`config.mk`:
```
export PLATFORM = sky130hd
export DESIGN_NAME = sb_rx_decoder_flat
export DESIGN_NICKNAME = d
export VERILOG_FILES = /design/src/rtl/sb_pkg.sv /design/src/rtl/sb_rx_decoder_if.sv /design/src/rtl/sb_rx_deframer.sv /design/src/rtl/sb_rx_decoder.sv /design/src/flat_wrapper.sv
export SDC_FILE = /design/constraint.sdc
export NUM_CORES = 1
export LEC_CHECK = 0
export CAP_MARGIN = 20
export CORE_MARGIN = 2
export CORE_UTILIZATION = 35
export CTS_CLUSTER_DIAMETER = 60
export DETAILED_ROUTE_END_ITERATION = 16
export PLACE_DENSITY_LB_ADDON = 0.15
export RECOVER_POWER = 50
export SETUP_SLACK_MARGIN = 0.3
export SLEW_MARGIN = 20
export SYNTH_ARGS = -nofsm -noshare
export SYNTH_HDL_FRONTEND = slang
export SYNTH_SLANG_ARGS = --single-unit
```
`constraint.sdc`:
```
create_clock -name sb_clk -period 3.55 [get_ports sb_clk]
set_input_delay 0.71 -clock sb_clk [delete_from_list [all_inputs] [get_ports sb_clk]]
set_output_delay 0.71 -clock sb_clk [all_outputs]
set_load 0.05 [all_outputs]
```
`src/rtl/sb_pkg.sv`:
```
// Shared sideband receive constants, state encodings and the CRC-16 byte step.
package sb_pkg;

    localparam logic [7:0]  SB_DLE      = 8'hFE;
    localparam logic [7:0]  SB_STX_LT   = 8'h02;
    localparam logic [7:0]  SB_STX_AT   = 8'h03;
    localparam logic [7:0]  SB_ETX      = 8'h40;
    localparam logic [15:0] SB_CRC_POLY = 16'h8005;
    localparam logic [15:0] SB_CRC_INIT = 16'hFFFF;

    typedef enum logic [1:0] {
        ST_HUNT,
        ST_EXP_STX,
        ST_PAYLOAD,
        ST_PAY_DLE
    } sb_state_t;

    typedef enum logic [1:0] {
        DF_WAIT_IDLE,
        DF_IDLE,
        DF_DATA,
        DF_STOP
    } sb_df_state_t;

    typedef enum logic {
        SB_LT = 1'b0,
        SB_AT = 1'b1
    } sb_trans_t;

    // One byte through the CRC register, MSB first, no reflection.
    function automatic logic [15:0] sb_crc16_byte(input logic [15:0] crc, input logic [7:0] data);
        logic [15:0] c;
        c = crc;
        for (int i = 7; i >= 0; i--) begin
            if (c[15] ^ data[i]) begin
                c = (c << 1) ^ SB_CRC_POLY;
            end else begin
                c = c << 1;
            end
        end
        return c;
    endfunction

endpackage

```
`src/rtl/sb_rx_decoder_if.sv`:
```
// Serial input and decoded-transaction outputs of the sideband receive decoder.
interface sb_rx_decoder_if #(
    parameter int unsigned MAX_PAYLOAD = 16
);
    localparam int unsigned LEN_W  = $clog2(MAX_PAYLOAD + 1);
    localparam int unsigned DATA_W = 8 * MAX_PAYLOAD;

    logic              sbrx;
    logic              trans_valid;
    logic              trans_type;
    logic [LEN_W-1:0]  trans_len;
    logic [DATA_W-1:0] trans_data;
    logic              crc_err;
    logic              frame_err;
    logic              busy;

    modport master (
        input  sbrx,
        output trans_valid, trans_type, trans_len, trans_data, crc_err, frame_err, busy
    );

    modport slave (
        output sbrx,
        input  trans_valid, trans_type, trans_len, trans_data, crc_err, frame_err, busy
    );
endinterface

```
`src/rtl/sb_rx_deframer.sv`:
```
// Bit-level UART deframer: start 0, 8 data bits LSB first, stop 1; one bit per clock.
module sb_rx_deframer
    import sb_pkg::*;
(
    input  logic       sb_clk,
    input  logic       rst,
    input  logic       sbrx,
    output logic       byte_vld,
    output logic [7:0] byte_data,
    output logic       stop_err
);

    sb_df_state_t state;
    logic [2:0]   bit_cnt;
    logic [7:0]   shreg;

    // The shift register is stable while byte_vld is high, so it doubles as the byte output.
    assign byte_data = shreg;

    always_ff @(posedge sb_clk or negedge rst) begin
        if (!rst) begin
            state    <= DF_WAIT_IDLE;
            bit_cnt  <= '0;
            shreg    <= '0;
            byte_vld <= 1'b0;
            stop_err <= 1'b0;
        end else begin
            byte_vld <= 1'b0;
            stop_err <= 1'b0;
            case (state)
                DF_WAIT_IDLE: begin
                    if (sbrx) state <= DF_IDLE;
                end
                DF_IDLE: begin
                    if (!sbrx) begin
                        state   <= DF_DATA;
                        bit_cnt <= '0;
                    end
                end
                DF_DATA: begin
                    shreg   <= {sbrx, shreg[7:1]};
                    bit_cnt <= bit_cnt + 3'(1);
                    if (bit_cnt == 3'(7)) state <= DF_STOP;
                end
                DF_STOP: begin
                    if (sbrx) begin
                        byte_vld <= 1'b1;
                        state    <= DF_IDLE;
                    end else begin
                        stop_err <= 1'b1;
                        state    <= DF_WAIT_IDLE;
                    end
                end
                default: state <= DF_WAIT_IDLE;
            endcase
        end
    end

endmodule

```
`src/rtl/sb_rx_decoder.sv`:
```
// Sideband receive decoder: deframes sbrx, removes DLE stuffing, validates LT/AT transactions.
// Define SB_RX_CRC_EN to build the CRC-16 check on AT transactions; otherwise crc_err is 0.
module sb_rx_decoder
    import sb_pkg::*;
#(
    parameter int unsigned MAX_PAYLOAD = 16
) (
    input  logic            sb_clk,
    input  logic            rst,
    sb_rx_decoder_if.master bus
);

    localparam int unsigned BUF_N  = MAX_PAYLOAD + 2;
    localparam int unsigned CNT_W  = $clog2(BUF_N + 1);
    localparam int unsigned LEN_W  = $clog2(MAX_PAYLOAD + 1);
    localparam int unsigned DATA_W = 8 * MAX_PAYLOAD;

    logic       byte_vld;
    logic       stop_err;
    logic [7:0] byte_data;

    sb_rx_deframer u_deframer (
        .sb_clk    (sb_clk),
        .rst       (rst),
        .sbrx      (bus.sbrx),
        .byte_vld  (byte_vld),
        .byte_data (byte_data),
        .stop_err  (stop_err)
    );

    sb_state_t         state;
    sb_trans_t         cur_type;
    logic [CNT_W-1:0]  cnt;
    logic [7:0]        buf_q [BUF_N];
    logic              busy_q;
    logic              valid_q;
    logic              frame_err_q;
    sb_trans_t         type_q;
    logic [LEN_W-1:0]  len_q;
    logic [DATA_W-1:0] data_q;

    logic              is_dle_c;
    logic              is_etx_c;
    logic              is_stx_c;
    sb_trans_t         stx_type_c;
    logic              full_c;
    logic              app_c;
    logic              start_c;
    logic              end_ok_c;
    logic              crc_ok_c;
    logic [CNT_W-1:0]  end_len_c;
    logic [DATA_W-1:0] data_c;

    // Byte classification and buffer bookkeeping for the current received byte.
    always_comb begin
        is_dle_c   = (byte_data == SB_DLE);
        is_etx_c   = (byte_data == SB_ETX);
        is_stx_c   = (byte_data == SB_STX_LT) || (byte_data == SB_STX_AT);
        stx_type_c = (byte_data == SB_STX_AT) ? SB_AT : SB_LT;
        full_c     = (cur_type == SB_AT) ? (cnt == CNT_W'(BUF_N)) : (cnt == CNT_W'(1));
        app_c      = byte_vld && !full_c &&
                     (((state == ST_PAYLOAD) && !is_dle_c) || ((state == ST_PAY_DLE) && is_dle_c));
        start_c    = byte_vld && is_stx_c && ((state == ST_EXP_STX) || (state == ST_PAY_DLE));
        end_ok_c   = (cur_type == SB_AT) ? (cnt >= CNT_W'(3)) : (cnt == CNT_W'(1));
        end_len_c  = (cur_type == SB_AT) ? (cnt - CNT_W'(2)) : cnt;
    end

    // Payload view with CRC bytes and stale entries masked to zero.
    always_comb begin
        data_c = '0;
        for (int i = 0; i < int'(MAX_PAYLOAD); i++) begin
            if (CNT_W'(i) < end_len_c) data_c[8*i +: 8] = buf_q[i];
        end
    end

    always_ff @(posedge sb_clk) begin
        if (app_c) buf_q[cnt] <= byte_data;
    end

`ifdef SB_RX_CRC_EN
    logic [15:0] crc_q;
    logic        crc_err_q;

    // Runs over every destuffed byte after STX; a clean frame leaves a zero residue.
    always_ff @(posedge sb_clk or negedge rst) begin
        if (!rst) begin
            crc_q <= SB_CRC_INIT;
        end else if (start_c) begin
            crc_q <= SB_CRC_INIT;
        end else if (app_c) begin
            crc_q <= sb_crc16_byte(crc_q, byte_data);
        end
    end

    assign crc_ok_c    = (crc_q == 16'h0000);
    assign bus.crc_err = crc_err_q;
`else
    assign crc_ok_c    = 1'b1;
    assign bus.crc_err = 1'b0;
`endif

    always_ff @(posedge sb_clk or negedge rst) begin
        if (!rst) begin
            state       <= ST_HUNT;
            cur_type    <= SB_LT;
            cnt         <= '0;
            busy_q      <= 1'b0;
            valid_q     <= 1'b0;
            frame_err_q <= 1'b0;
            type_q      <= SB_LT;
            len_q       <= '0;
            data_q      <= '0;
`ifdef SB_RX_CRC_EN
            crc_err_q   <= 1'b0;
`endif
        end else begin
            valid_q     <= 1'b0;
            frame_err_q <= 1'b0;
`ifdef SB_RX_CRC_EN
            crc_err_q   <= 1'b0;
`endif
            if (stop_err) begin
                frame_err_q <= 1'b1;
                state       <= ST_HUNT;
                busy_q      <= 1'b0;
            end else if (start_c) begin
                // DLE STX inside a payload aborts the old transaction and opens the new one.
                frame_err_q <= (state == ST_PAY_DLE);
                state       <= ST_PAYLOAD;
                cur_type    <= stx_type_c;
                cnt         <= '0;
                busy_q      <= 1'b1;
            end else if (app_c) begin
                cnt   <= cnt + CNT_W'(1);
                state <= ST_PAYLOAD;
            end else if (byte_vld) begin
                case (state)
                    ST_HUNT: begin
                        if (is_dle_c) state <= ST_EXP_STX;
                    end
                    ST_EXP_STX: begin
                        if (!is_dle_c) state <= ST_HUNT;
                    end
                    ST_PAYLOAD: begin
                        if (is_dle_c) begin
                            state <= ST_PAY_DLE;
                        end else begin
                            frame_err_q <= 1'b1;
                            state       <= ST_HUNT;
                            busy_q      <= 1'b0;
                        end
                    end
                    ST_PAY_DLE: begin
                        state  <= ST_HUNT;
                        busy_q <= 1'b0;
                        if (!is_etx_c || !end_ok_c) begin
                            frame_err_q <= 1'b1;
                        end else if (crc_ok_c) begin
                            valid_q <= 1'b1;
                            type_q  <= cur_type;
                            len_q   <= LEN_W'(end_len_c);
                            data_q  <= data_c;
                        end
`ifdef SB_RX_CRC_EN
                        else begin
                            crc_err_q <= 1'b1;
                        end
`endif
                    end
                    default: state <= ST_HUNT;
                endcase
            end
        end
    end

    assign bus.trans_valid = valid_q;
    assign bus.trans_type  = type_q;
    assign bus.trans_len   = len_q;
    assign bus.trans_data  = data_q;
    assign bus.frame_err   = frame_err_q;
    assign bus.busy        = busy_q;

endmodule

```
`src/flat_wrapper.sv`:
```
// flat-port wrapper written by rule: the top's interface ports become plain ports
module sb_rx_decoder_flat import sb_pkg::*;
#(
    parameter int unsigned MAX_PAYLOAD = 16
)
  (sb_clk, rst, bus_sbrx, bus_trans_valid, bus_trans_type, bus_trans_len, bus_trans_data, bus_crc_err, bus_frame_err, bus_busy);
  sb_rx_decoder_if #(.MAX_PAYLOAD(MAX_PAYLOAD)) bus_i ();
  input  logic sb_clk;
  input  logic rst;
  input wire logic [$bits(bus_i.sbrx)-1:0] bus_sbrx;
  output wire logic [$bits(bus_i.trans_valid)-1:0] bus_trans_valid;
  output wire logic [$bits(bus_i.trans_type)-1:0] bus_trans_type;
  output wire logic [$bits(bus_i.trans_len)-1:0] bus_trans_len;
  output wire logic [$bits(bus_i.trans_data)-1:0] bus_trans_data;
  output wire logic [$bits(bus_i.crc_err)-1:0] bus_crc_err;
  output wire logic [$bits(bus_i.frame_err)-1:0] bus_frame_err;
  output wire logic [$bits(bus_i.busy)-1:0] bus_busy;
  assign bus_i.sbrx = bus_sbrx;
  assign bus_trans_valid = bus_i.trans_valid;
  assign bus_trans_type = bus_i.trans_type;
  assign bus_trans_len = bus_i.trans_len;
  assign bus_trans_data = bus_i.trans_data;
  assign bus_crc_err = bus_i.crc_err;
  assign bus_frame_err = bus_i.frame_err;
  assign bus_busy = bus_i.busy;
  sb_rx_decoder #(.MAX_PAYLOAD(MAX_PAYLOAD)) u_core (.sb_clk(sb_clk), .rst(rst), .bus(bus_i));
endmodule
```
==> results of run 1 <==
-- flip-flops by register name, indices dropped and copies added (netlist names), 2 cells and up --
signal	cells
u_core.buf_q	128
u_core.bus.trans_data	128
u_core.bus.trans_len	5
u_core.cnt	5
u_core.state	2
u_core.u_deframer.bit_cnt	3
u_core.u_deframer.byte_data	8
u_core.u_deframer.state	2
-- cell type report --
cell class / count / share of cell area
clock inverters: 7 / 0.00240
well taps: 396 / 0.0366
repair buffers: 169 / 0.118
flip-flops and latches: 288 / 0.580
inverters: 11 / 0.00314
clock buffers: 49 / 0.0653
multi-input cells: 509 / 0.194
-- timing repair --
| item | in CTS | in global routing |
|---|---|---|
| endpoints found under the setup margin | 0 | 24 |
| resized for setup | 0 | 3 |
| hold buffers | 0 | 0 |
-- layout by cell type, fill, tap and decap left out, types with 2 or more instances in the layout --
cell             instances
nand2_1                244
dfrtp_1                160
edfxtp_1               128
clkdlybuf4s50_1         89
o21ai_1                 69
dlygate4sd3_1           49
nand3_1                 37
clkbuf_16               31
nor2_1                  30
a22o_1                  24
clkbuf_1                22
buf_4                   18
ha_1                    14
inv_1                   10
a21oi_1                  9
mux2_2                   9
o21ai_0                  7
a21o_1                   4
clkinv_2                 4
a32o_1                   4
o31ai_1                  4
clkbuf_8                 4
and2_1                   3
and3_1                   3
nor2_2                   3
a31oi_1                  3
nand2b_1                 3
clkinv_1                 3
clkbuf_2                 3
nand4_1                  2
nand4b_1                 2
nor3_1                   2
nor3b_1                  2
nor2b_1                  2
or3_1                    2
or4b_1                   2
a211oi_1                 2
a21bo_2                  2
or4_1                    2
buf_12                   2
-- cells by family (layout without fill, tap and decap cells) --
| logic type | after synthesis | in the layout | synth area share |
|---|---|---|---|
| XOR/XNOR | 2 | 2 | 0.00162 |
| flip-flops | 288 | 288 | 0.726 |
| AO/OA/AOI/OAI | 138 | 138 | 0.0811 |
| adder cells (fa/ha/maj) | 15 | 15 | 0.0171 |
| buffers and inverters | 51 | 236 | 0.0303 |
| other | 1 | 1 | 0.000347 |
| AND/OR/NAND/NOR | 344 | 344 | 0.134 |
| multiplexers | 9 | 9 | 0.00938 |
-- power by group through the flow --
stage / Combinational [uW] / Sequential (uW) / Clock, uW
6_report: 747 / 3890 / 2910
5_1_grt: 822 / 3910 / 3110
4_1_cts: 808 / 3890 / 2980
3_5_place_dp: 805 / 3950 / 0
3_3_place_gp: 795 / 3950 / 0
2_1_floorplan: 254 / 4030 / 0
-- per-layer routing --
layer,GRT usage,vias up
met4,0.0328,0
li1,-,3284
met3,0.0271,23
met2,0.264,156
met1,0.226,3467
met5,0,-
-- critical path, delay by kind of cell, from the launching register on --
family / cells / cell delay (ps)
AND/OR/NAND/NOR: 4 / 1110
flip-flops: 1 / 630
buffers and inverters: 2 / 430
adder cells (fa/ha/maj): 1 / 260
AO/OA/AOI/OAI: 1 / 260
-- worst paths after layout --
path	startpoint	endpoint	slack (ps)
setup / recovery	u_core.cnt[1]$_DFFE_PN0P_	u_core.buf_q[13][3]$_DFFE_PP_	500
hold / removal	u_core.buf_q[0][6]$_DFFE_PP_	u_core.bus.trans_data[6]$_DFFE_PN0P_	440
setup reg to reg	u_core.cnt[1]$_DFFE_PN0P_	u_core.buf_q[13][3]$_DFFE_PP_	500
hold reg to reg	u_core.buf_q[0][6]$_DFFE_PP_	u_core.bus.trans_data[6]$_DFFE_PN0P_	440
max in group asynchronous	rst	u_core.bus.trans_data[34]$_DFFE_PN0P_	840
min in group asynchronous	rst	u_core.bus.trans_data[87]$_DFFE_PN0P_	690
-- metrics by stage --
step,setup WS [ps],instances
2_1_floorplan,855,848
3_3_place_gp,513,1373
3_5_place_dp,488,1373
4_1_cts,502,1429
5_1_grt,202,1429
6_report,499,1429
==> results.md, run 1 <==
Clock network
- **Post-CTS Setup Inserts** 0
- **total CTS buffers** 30
- **Longest Clk Path Bufs** 3
- **CTS sink cnt** 288
- **clock root buffer master** clkbuf_16
- **clock transition at the registers of the reported paths** 60 ps
- **Skew-Pair Late Insertion Delay** 540 ps
- **TritonCTS clock tree** built
- **Max H-tree Level** 1

Timing
- **Final Hold Fails** 0
- **setup total negative slack** 0 ps
- **max-slew violations** 68
- **clk_skew** 8.81 ps
- **Worst Hold Margin** 438 ps
- **period utilization** 0.859
- **setup violators final** 0
- **Fmax achieved** 0.328 GHz
- **final critical path time including I/O delays and setup** 3050 ps
- **Max-Slew Margin vs Limit** -0.275
- **slew at the pin closest to its max-slew limit** 1910 ps
- **setup repair after global routing missed its margin** false

Setup path
- **top fanout value on the critical path** 14
- **critical-path cell list** inv_1, ha_1, nor3b_1, o21ai_1, nor4bb_1, buf_4, nand2_1, nor2_1
- **data arrival time at the worst-slack endpoint** 3230 ps
- **slowest library cell on the worst path** dfrtp_1
- **cells on worst reg2reg path** 8
- **required time at the worst-slack endpoint** 3730 ps
- **category of the worst setup path launch point** flop
- **slowest cell delay on critical path** 630 ps
- **startpoint-to-endpoint class of the critical path** reg -> reg
- **Worst setup EP type** flop

GRT
- **maximum number of pins on one net before global-route repair** 68
- **via count of the first global-routing pass** 6958
- **initial antenna violation count** 0
- **global-route wire length before repair** 41000 microns
- **GRT Residual Overflow** 0
- **combined global-route utilization of all metal layers** 0.160

Floorplanning
- **top-level port count** 141
- **width of the chip** 180 microns
- **Initial Utilization** 0.354
- **floorplan die area** 32300 sq um
- **number of placement rows** 64
- **Std-Cell Core Area** 30500 sq um
- **DIE HEIGHT** 180 microns

Pwr
- **Peak supply drop** 0.000332 V
- **Combinational Power Share** 0.099
- **Pwr Density** 558 nW/um^2
- **Clock Power Share** 0.386
- **internal power contribution** 5670 uW
- **Reg power frac** 0.516
- **Final Power** 7550 uW
- **Switching Power** 1880 uW
- **switching share of power** 0.249
- **Leak Pwr** 0.00557 uW

Layout
- **Area Overhead vs Synth** 25.3%
- **final cell utilization of the core** 0.444
- **combined area of the multi-input logic cells** 2630 sq um
- **fraction of layout instances using a drive strength above 1** 0.0774
- **nets@finish** 1026
- **ANT cells** 0
- **area of all placed cells without fillers** 13500 sq um
- **number of fill cells in the layout** 2887
- **FF+latch area** 7850 sq um

Route
- **post-route met1 wirelength** 12200 microns
- **Routed met3 length** 1240 microns
- **Initial DRC Count** 526
- **number of vias in the routed layout** 6930
- **Antenna Nets Post-Route** 0
- **top routing layer in use** met4
- **post-DR wirelength/cell** 18.4 microns
- **Met2 Wirelength** 12600 microns
- **post-detailed-routing wire length** 26300 microns
- **DRC violations left** 0
- **DR vias/cell** 4.85
- **drt first pass iters** 5

Run status
- **outcome** complete, but fails checks
- **violations in the final reports** max-capacitance violations, max-slew violations

Placement
- **Placed Instance Area** 12700 sq um
- **number of buffers inserted by port buffering** 139
- **Final HPWL DP** 16600 microns
- **Final GP Congestion** 0.826

Synth
- **average size of a mapped cell** 12.7 sq um
- **most instantiated cells after synthesis** nand2_1 (244), dfrtp_1 (160), edfxtp_1 (128)
- **Main synth FF type** dfrtp_1
- **Synth async-reset ratio** 0.556
- **Cell Area, Synth** 10800 sq um
- **area share of the largest cell type after synthesis** 0.371
- **largest area contributor in the synthesized netlist** dfrtp_1
- **instance count of the mapped netlist** 848
- **Syn. warnings** 0
- **Area contributors post-synth** dfrtp_1 (37%), edfxtp_1 (36%), nand2_1 (8.5%), o21ai_1 (3.2%), a22o_1 (1.9%)
- **most frequently used cell type in the post-synthesis netlist** nand2_1
- **Post-synth EDFFs** 128
- **fraction of the yosys area taken by sequential cells** 0.726
- **synthesized flop and latch total** 288
- **number of nets in the synthesized netlist** 865
- **count of distinct cell types in the synthesized netlist** 54

Worst hold path
- **Hold Path Cell Cnt** 2
- **path type of the worst min-delay path** reg -> reg

Run
- **# Max-Cap Violations** 1

No activity file was read; power rests on OpenSTA's default activity.
==> inputs of run 2 (changes only) <==
Clock period 3.55 ns to 3.3 ns, I/O delays scaled along.
==> run 2 against run 1 <==
  * The run still ends with max-capacitance violations, max-slew violations left
  * Clock power up 8.2%
  * Global-route usage increased by 0.33 points
  * Register-to-register slack worse by 30 ps
  * Sequential power is 7.7% higher
  * Non-clock buffer count up 10
  * Highest routed layer unchanged
  * Critical path type unchanged
  * Final cell count grew 0.70%
  * Largest power group unchanged
  * Final area is 1.1% higher
  * Clock-buffer cell count shrank 7
  * Critical path depth is 1 higher
  * Core utilization increased by 0.48 points
  * Die area unchanged
==> results.md, run 2 (synthesis results as in run 1) <==
Run status
- **violations in the final reports** max-capacitance violations, max-slew violations
- **outcome** complete, but fails checks

Timing
- **final worst setup slack** 467 ps, -32.4 ps
- **Final Hold Fails** 0, unchanged
- **clk_skew** 10.0 ps, +1.24 ps
- **period utilization** 0.859, about the same
- **Max-Slew Margin vs Limit** -0.576, -0.301
- **setup repair after global routing missed its margin** false
- **setup violators final** 0, unchanged
- **max-slew violations** 40, -41%
- **slew at the pin closest to its max-slew limit** 2360 ps, +452 ps
- **Fmax achieved** 0.353 GHz, +7.7%
- **setup total negative slack** 0 ps, unchanged
- **final critical path time including I/O delays and setup** 2830 ps, -218 ps

Run
- **# Max-Cap Violations** 1, unchanged

Worst hold path
- **path type of the worst min-delay path** reg -> reg

Layout
- **commonest cells after routing, fill and taps aside** nand2_1 (244), dfrtp_1 (159), edfxtp_1 (128), clkdlybuf4s50_1 (91), o21ai_1 (69)
- **ANT cells** 0, unchanged
- **nets@finish** 1036, +0.97%
- **FF+latch area** 7850 sq um, about the same
- **fraction of layout instances using a drive strength above 1** 0.0882, +0.0108
- **final cell count without fillers** 1439, +0.70%
- **number of fill cells in the layout** 2831, -1.9%
- **combined area of the multi-input logic cells** 2620 sq um, -0.29%
- **area of all placed cells without fillers** 13700 sq um, +1.1%
- **most frequent standard cell in the layout excluding fill and tap cells** nand2_1
- **Area Overhead vs Synth** 26.6%

Placement
- **Final GP Congestion** 0.886, +7.4%
- **worst-case setup slack after placement** 461 ps, -27.7 ps
- **Placed Instance Area** 12700 sq um, +0.57%
- **number of buffers inserted by port buffering** 139, unchanged
- **Final HPWL DP** 16500 microns, -0.24%
- **number of cells in the design after placement** 1381, +0.58%

Clock network
- **clock root buffer master** clkbuf_16
- **CTS sink cnt** 288, unchanged
- **TritonCTS clock tree** built
- **total CTS buffers** 30, unchanged
- **Max H-tree Level** 1, unchanged
- **Skew-Pair Late Insertion Delay** 540 ps, about the same
- **CTS hold repair buffers** 0, unchanged
- **Longest Clk Path Bufs** 3, unchanged
- **clock transition at the registers of the reported paths** 60 ps, about the same

Route
- **Antenna Nets Post-Route** 0, unchanged
- **Initial DRC Count** 503, -4.4%
- **drt first pass iters** 5, unchanged
- **DR vias/cell** 4.81, -0.88%
- **post-DR wirelength/cell** 18.6 microns, +1.2%
- **DRC violations left** 0, unchanged
- **number of vias in the routed layout** 6917, -0.19%
- **post-detailed-routing wire length** 26800 microns, +1.9%

Pwr
- **internal power contribution** 6100 uW, +7.6%
- **switching share of power** 0.254, +0.00473
- **Leak Pwr** 0.00565 uW, +1.4%
- **Reg power frac** 0.512, -0.004
- **Clock Power Share** 0.385, about the same
- **Combinational Power Share** 0.102, +0.003
- **Pwr Density** 598 nW/um^2, +7.1%
- **Peak supply drop** 0.000364 V, +9.8%
- **Final Power** 8180 uW, +8.3%
- **Switching Power** 2080 uW, +10%

Setup path
- **category of the worst setup path launch point** flop
- **startpoint-to-endpoint class of the critical path** reg -> reg
- **top fanout value on the critical path** 14, unchanged
- **data arrival time at the worst-slack endpoint** 3080 ps, -150 ps
- **required time at the worst-slack endpoint** 3540 ps, -190 ps
- **Worst setup EP type** flop

GRT
- **initial antenna violation count** 0, unchanged
- **via count of the first global-routing pass** 7018, +0.86%
- **global-route wire length before repair** 41700 microns, +1.8%
- **GRT Residual Overflow** 0, unchanged
- **maximum number of pins on one net before global-route repair** 137, +100%
- **combined global-route utilization of all metal layers** 0.164, +0.00327

Floorplanning
- **width of the chip** 180 microns, unchanged
- **floorplan die area** 32300 sq um, unchanged
- **number of placement rows** 64, unchanged
- **DIE HEIGHT** 180 microns, unchanged
- **Initial Utilization** 0.354, unchanged
- **top-level port count** 141, unchanged
- **Std-Cell Core Area** 30500 sq um, unchanged

run 2: final timing paths:
path                                                   start                               endpoint  slack [ps]  cells after the start
worst max-delay path               u_core.cnt[1]$_DFFE_PN0P_          u_core.buf_q[10][6]$_DFFE_PP_         470                      9
worst min-delay path            u_core.buf_q[0][4]$_DFFE_PP_   u_core.bus.trans_data[4]$_DFFE_PN0P_         440                      2
worst max register to register     u_core.cnt[1]$_DFFE_PN0P_          u_core.buf_q[10][6]$_DFFE_PP_         470                      9
worst min register to register  u_core.buf_q[0][4]$_DFFE_PP_   u_core.bus.trans_data[4]$_DFFE_PN0P_         440                      2
max in group asynchronous                                rst              u_core.cnt[0]$_DFFE_PN0P_         940                      1
min in group asynchronous                                rst  u_core.bus.trans_data[84]$_DFFE_PN0P_         830                      1
run 2: metrics by stage:
stage | utilization | hold slack (ps)
after global routing | 0.448 | 470
after detailed placement | 0.418 | 429
after floorplan | - | 364
after CTS | 0.448 | 30.4
after global placement | 0.418 | 423
final | 0.448 | 442
run 2: critical path, cell delays in order, from the launching register on:
cell	delay, ps
dfrtp_1	600
inv_1	200
ha_1	240
nor3b_1	140
o21ai_1	280
nor4bb_1	260
buf_4	210
nand2_1	190
nor2_1	210
buf_4	200
run 2: repair_timing:
action / 4_1_cts / 5_1_grt
buffers inserted: 0 / 1
gates resized for setup: 0 / 6
hold endpoints to repair: 0 / 0
setup endpoints to repair: 0 / 54
run 2: area by class of cell:
cell class                      count  area share
Timing Repair Buffer              179       0.127
Clock inverter                     14     0.00531
Clock buffer                       42      0.0627
Inverter                           11     0.00338
Sequential cell                   288       0.574
Multi-Input combinational cell    509       0.192
Tap cell                          396      0.0362
run 2: metal layers:
metal | GRT usage | share of wire
met1 | 0.233 | 0.46
met2 | 0.262 | 0.47
met3 | 0.0280 | 0.051
met4 | 0.0426 | 0.020
met5 | 0 | 0
run 2: power by group through the flow:
stage	clock, uW	sequential [uW]	combinational [uW]
2_1_floorplan	0	4340	273
3_3_place_gp	0	4260	875
3_5_place_dp	0	4260	872
4_1_cts	3230	4190	878
5_1_grt	3370	4200	914
6_report	3150	4190	837
==> inputs of run 3 (changes only) <==
Settings changed: CELL_PAD_IN_SITES_DETAIL_PLACEMENT from default to 1, CELL_PAD_IN_SITES_GLOBAL_PLACEMENT from default to 2, CORE_UTILIZATION 35 to 37.
==> run 3 against run 2 <==
  * The flow still finishes with violations (max-capacitance violations, max-slew violations)
  * Clock-buffer cell count grew 4
  * Combinational power up 4.5%
  * Hold slack worse by 5.2 ps
  * Clock power is 7.0% higher
  * Via count rose by 2.1%
  * Non-clock buffer count is 6 higher
  * Sequential power barely moved
  * Total power rose by 3.1%
  * Critical path depth shrank 1
  * Global-route usage rose by 2.3 points
==> results.md, run 3 (synthesis results as in run 1) <==
Run status
- **outcome** complete, but fails checks
- **violations in the final reports** max-capacitance violations, max-slew violations

Timing
- **setup repair after global routing missed its margin** false
- **final critical path time including I/O delays and setup** 2800 ps, -35.5 ps
- **Max-Slew Margin vs Limit** -0.134, +0.442
- **max-slew violations** 58, +45%
- **Fmax achieved** 0.357 GHz, +1.3%
- **slew at the pin closest to its max-slew limit** 1700 ps, -662 ps
- **setup violators final** 0, unchanged
- **Final Hold Fails** 0, unchanged
- **period utilization** 0.848, -0.0108
- **clk_skew** 28.7 ps, +18.6 ps
- **setup total negative slack** 0 ps, unchanged

GRT
- **initial antenna violation count** 0, unchanged
- **via count of the first global-routing pass** 7408, +5.6%
- **Global Route met3 Usage** 0.0252, -0.00272
- **most used routing layer in global routing** met2
- **met1 track demand over resource in global routing** 0.260, +0.0272
- **global-route wire length before repair** 44000 microns, +5.3%
- **met2 usage** 0.312, +0.0505
- **GRT Residual Overflow** 0, unchanged
- **maximum number of pins on one net before global-route repair** 112, -18%
- **combined global-route utilization of all metal layers** 0.186, +0.0227

Pwr
- **Final Power** 8430 uW, +3.1%
- **switching share of power** 0.255, +0.00132
- **Switching Power** 2150 uW, +3.6%
- **Peak supply drop** 0.000502 V, +38%
- **Combinational Power Share** 0.104, +0.002
- **Leak Pwr** 0.00571 uW, +1.1%
- **Pwr Density** 613 nW/um^2, +2.5%
- **Reg power frac** 0.497, -0.015
- **internal power contribution** 6280 uW, +2.9%
- **Clock Power Share** 0.399, +0.014

Route
- **number of vias in the routed layout** 7063, +2.1%
- **Initial DRC Count** 366, -27%
- **post-DR wirelength/cell** 19.9 microns, +6.8%
- **DRC violations left** 0, unchanged
- **post-detailed-routing wire length** 28500 microns, +6.5%
- **drt first pass iters** 4, -1
- **Antenna Nets Post-Route** 0, unchanged
- **DR vias/cell** 4.92, +2.4%

Floorplanning
- **width of the chip** 175 microns, -2.7%
- **top-level port count** 141, unchanged
- **floorplan die area** 30600 sq um, -5.3%
- **DIE HEIGHT** 175 microns, -2.7%
- **Initial Utilization** 0.376, +0.0223
- **number of placement rows** 62, -3.1%
- **Std-Cell Core Area** 28700 sq um, -5.9%

Placement
- **number of buffers inserted by port buffering** 139, unchanged
- **Final HPWL DP** 18200 microns, +10%
- **number of cells in the design after placement** 1377, -0.29%
- **Final GP Congestion** 0.833, -6.1%
- **Placed Instance Area** 12800 sq um, +0.26%

Layout
- **Area Overhead vs Synth** 27.3%
- **fraction of layout instances using a drive strength above 1** 0.101, +0.0126
- **commonest cells after routing, fill and taps aside** nand2_1 (244), dfrtp_1 (160), edfxtp_1 (128), clkdlybuf4s50_1 (91), o21ai_1 (68)
- **area of all placed cells without fillers** 13800 sq um, +0.54%
- **final cell count without fillers** 1435, -0.28%
- **ANT cells** 0, unchanged
- **most frequent standard cell in the layout excluding fill and tap cells** nand2_1
- **nets@finish** 1043, +0.68%

Clock network
- **Longest Clk Path Bufs** 3, unchanged
- **clock transition at the registers of the reported paths** 60 ps, about the same
- **total CTS buffers** 31, +3.3%
- **CTS sink cnt** 288, unchanged
- **TritonCTS clock tree** built
- **Skew-Pair Late Insertion Delay** 570 ps, +30 ps
- **clock root buffer master** clkbuf_16
- **Max H-tree Level** 1, unchanged
- **Post-CTS Setup Inserts** 0, unchanged

Setup path
- **worst path buffer plus inverter count** 3, unchanged
- **required time at the worst-slack endpoint** 3770 ps, +230 ps
- **top fanout value on the critical path** 111, +97
- **CP Launch Point** u_core.cnt[2]$_DFFE_PN0P_
- **cells on worst reg2reg path** 8, -1
- **register-to-register setup slack** 500 ps, +40 ps
- **capture instance of the worst register-to-register path** u_core.bus.trans_data[28]$_DFFE_PN0P_
- **Worst setup EP type** flop
- **slowest library cell on the worst path** dfrtp_1
- **RR Startpoint** u_core.cnt[2]$_DFFE_PN0P_
- **critical-path cell list** inv_1, ha_1, a2111o_1, nand4_1, clkbuf_16, buf_4, nand2_1, o21ai_1
- **top cell family by delay on the critical path** buffers and inverters
- **data arrival time at the worst-slack endpoint** 3260 ps, +180 ps
- **startpoint-to-endpoint class of the critical path** reg -> reg
- **category of the worst setup path launch point** flop
- **slowest cell delay on critical path** 590 ps, about the same

Run
- **# Max-Cap Violations** 1, unchanged

Worst hold path
- **Hold Path Cell Cnt** 2, unchanged
- **hold path startpoint** u_core.buf_q[0][0]$_DFFE_PP_
- **path type of the worst min-delay path** reg -> reg
- **Endpoint, Worst Hold** u_core.bus.trans_data[0]$_DFFE_PN0P_

run 3: cell types whose count changed in the layout (fill, tap and decap cells not counted), moves of 2 or more:
cell        before  now
clkinv_2         1    4
buf_4           31   37
clkinv_4         2    0
clkbuf_2         0    2
clkinv_1         9    2
clkinvlp_4       1    3
clkbuf_8         4    7
run 3: how the worst max path moves through the flow:
stage / end / slack (ps) / cells after the start
2_1_floorplan: u_core.buf_q[13][0]$_DFFE_PP_ / 600 / 9
3_3_place_gp: u_core.bus.trans_len[3]$_DFFE_PN0P_ / 570 / 8
3_5_place_dp: u_core.bus.trans_data[29]$_DFFE_PN0P_ / 510 / 8
4_1_cts: u_core.bus.trans_data[29]$_DFFE_PN0P_ / 500 / 8
5_1_grt: u_core.buf_q[14][4]$_DFFE_PP_ / 280 / 9
6_report: u_core.bus.trans_data[28]$_DFFE_PN0P_ / 500 / 8
run 3: power by group through the flow:
stage / registers, uW / logic (uW) / clock network, uW
6_report: 4190 / 875 / 3370
2_1_floorplan: 4340 / 273 / 0
5_1_grt: 4200 / 954 / 3590
3_3_place_gp: 4250 / 906 / 0
4_1_cts: 4190 / 924 / 3450
3_5_place_dp: 4260 / 920 / 0
run 3: through the flow:
stage	utilization	hold slack, ps	setup slack (ps)
after floorplan	-	364	605
after global placement	0.445	419	570
after detailed placement	0.445	424	505
after CTS	0.480	83.7	502
after global routing	0.479	459	283
final	0.479	436	502
run 3: cell type report:
type                            count  area, sq um
Timing Repair Buffer              185         1750
Clock inverter                     12         98.8
Multi-Input combinational cell    509         2630
Sequential cell                   288         7850
Inverter                           11         42.5
Clock buffer                       46          902
Fill cell                        3020        14900
Tap cell                          384          480
run 3: per-layer routing:
metal  wire (microns)  up-vias
li1                 -     3312
met1            13100     3585
met2            13900      128
met3             1000       38
met4              538        0
met5                0        -
run 3: timing repair:
item	4_1_cts	5_1_grt
hold buffers	0	0
endpoints found under the setup margin	0	1
resized for setup	0	1
run 3: worst register-to-register path, stage by stage, from the launching register on:
cell and delay [ps]:
dfrtp_1 590, inv_1 240, ha_1 240, a2111o_1 400, nand4_1 200, clkbuf_16 460, buf_4 410, nand2_1 100
o21ai_1 90
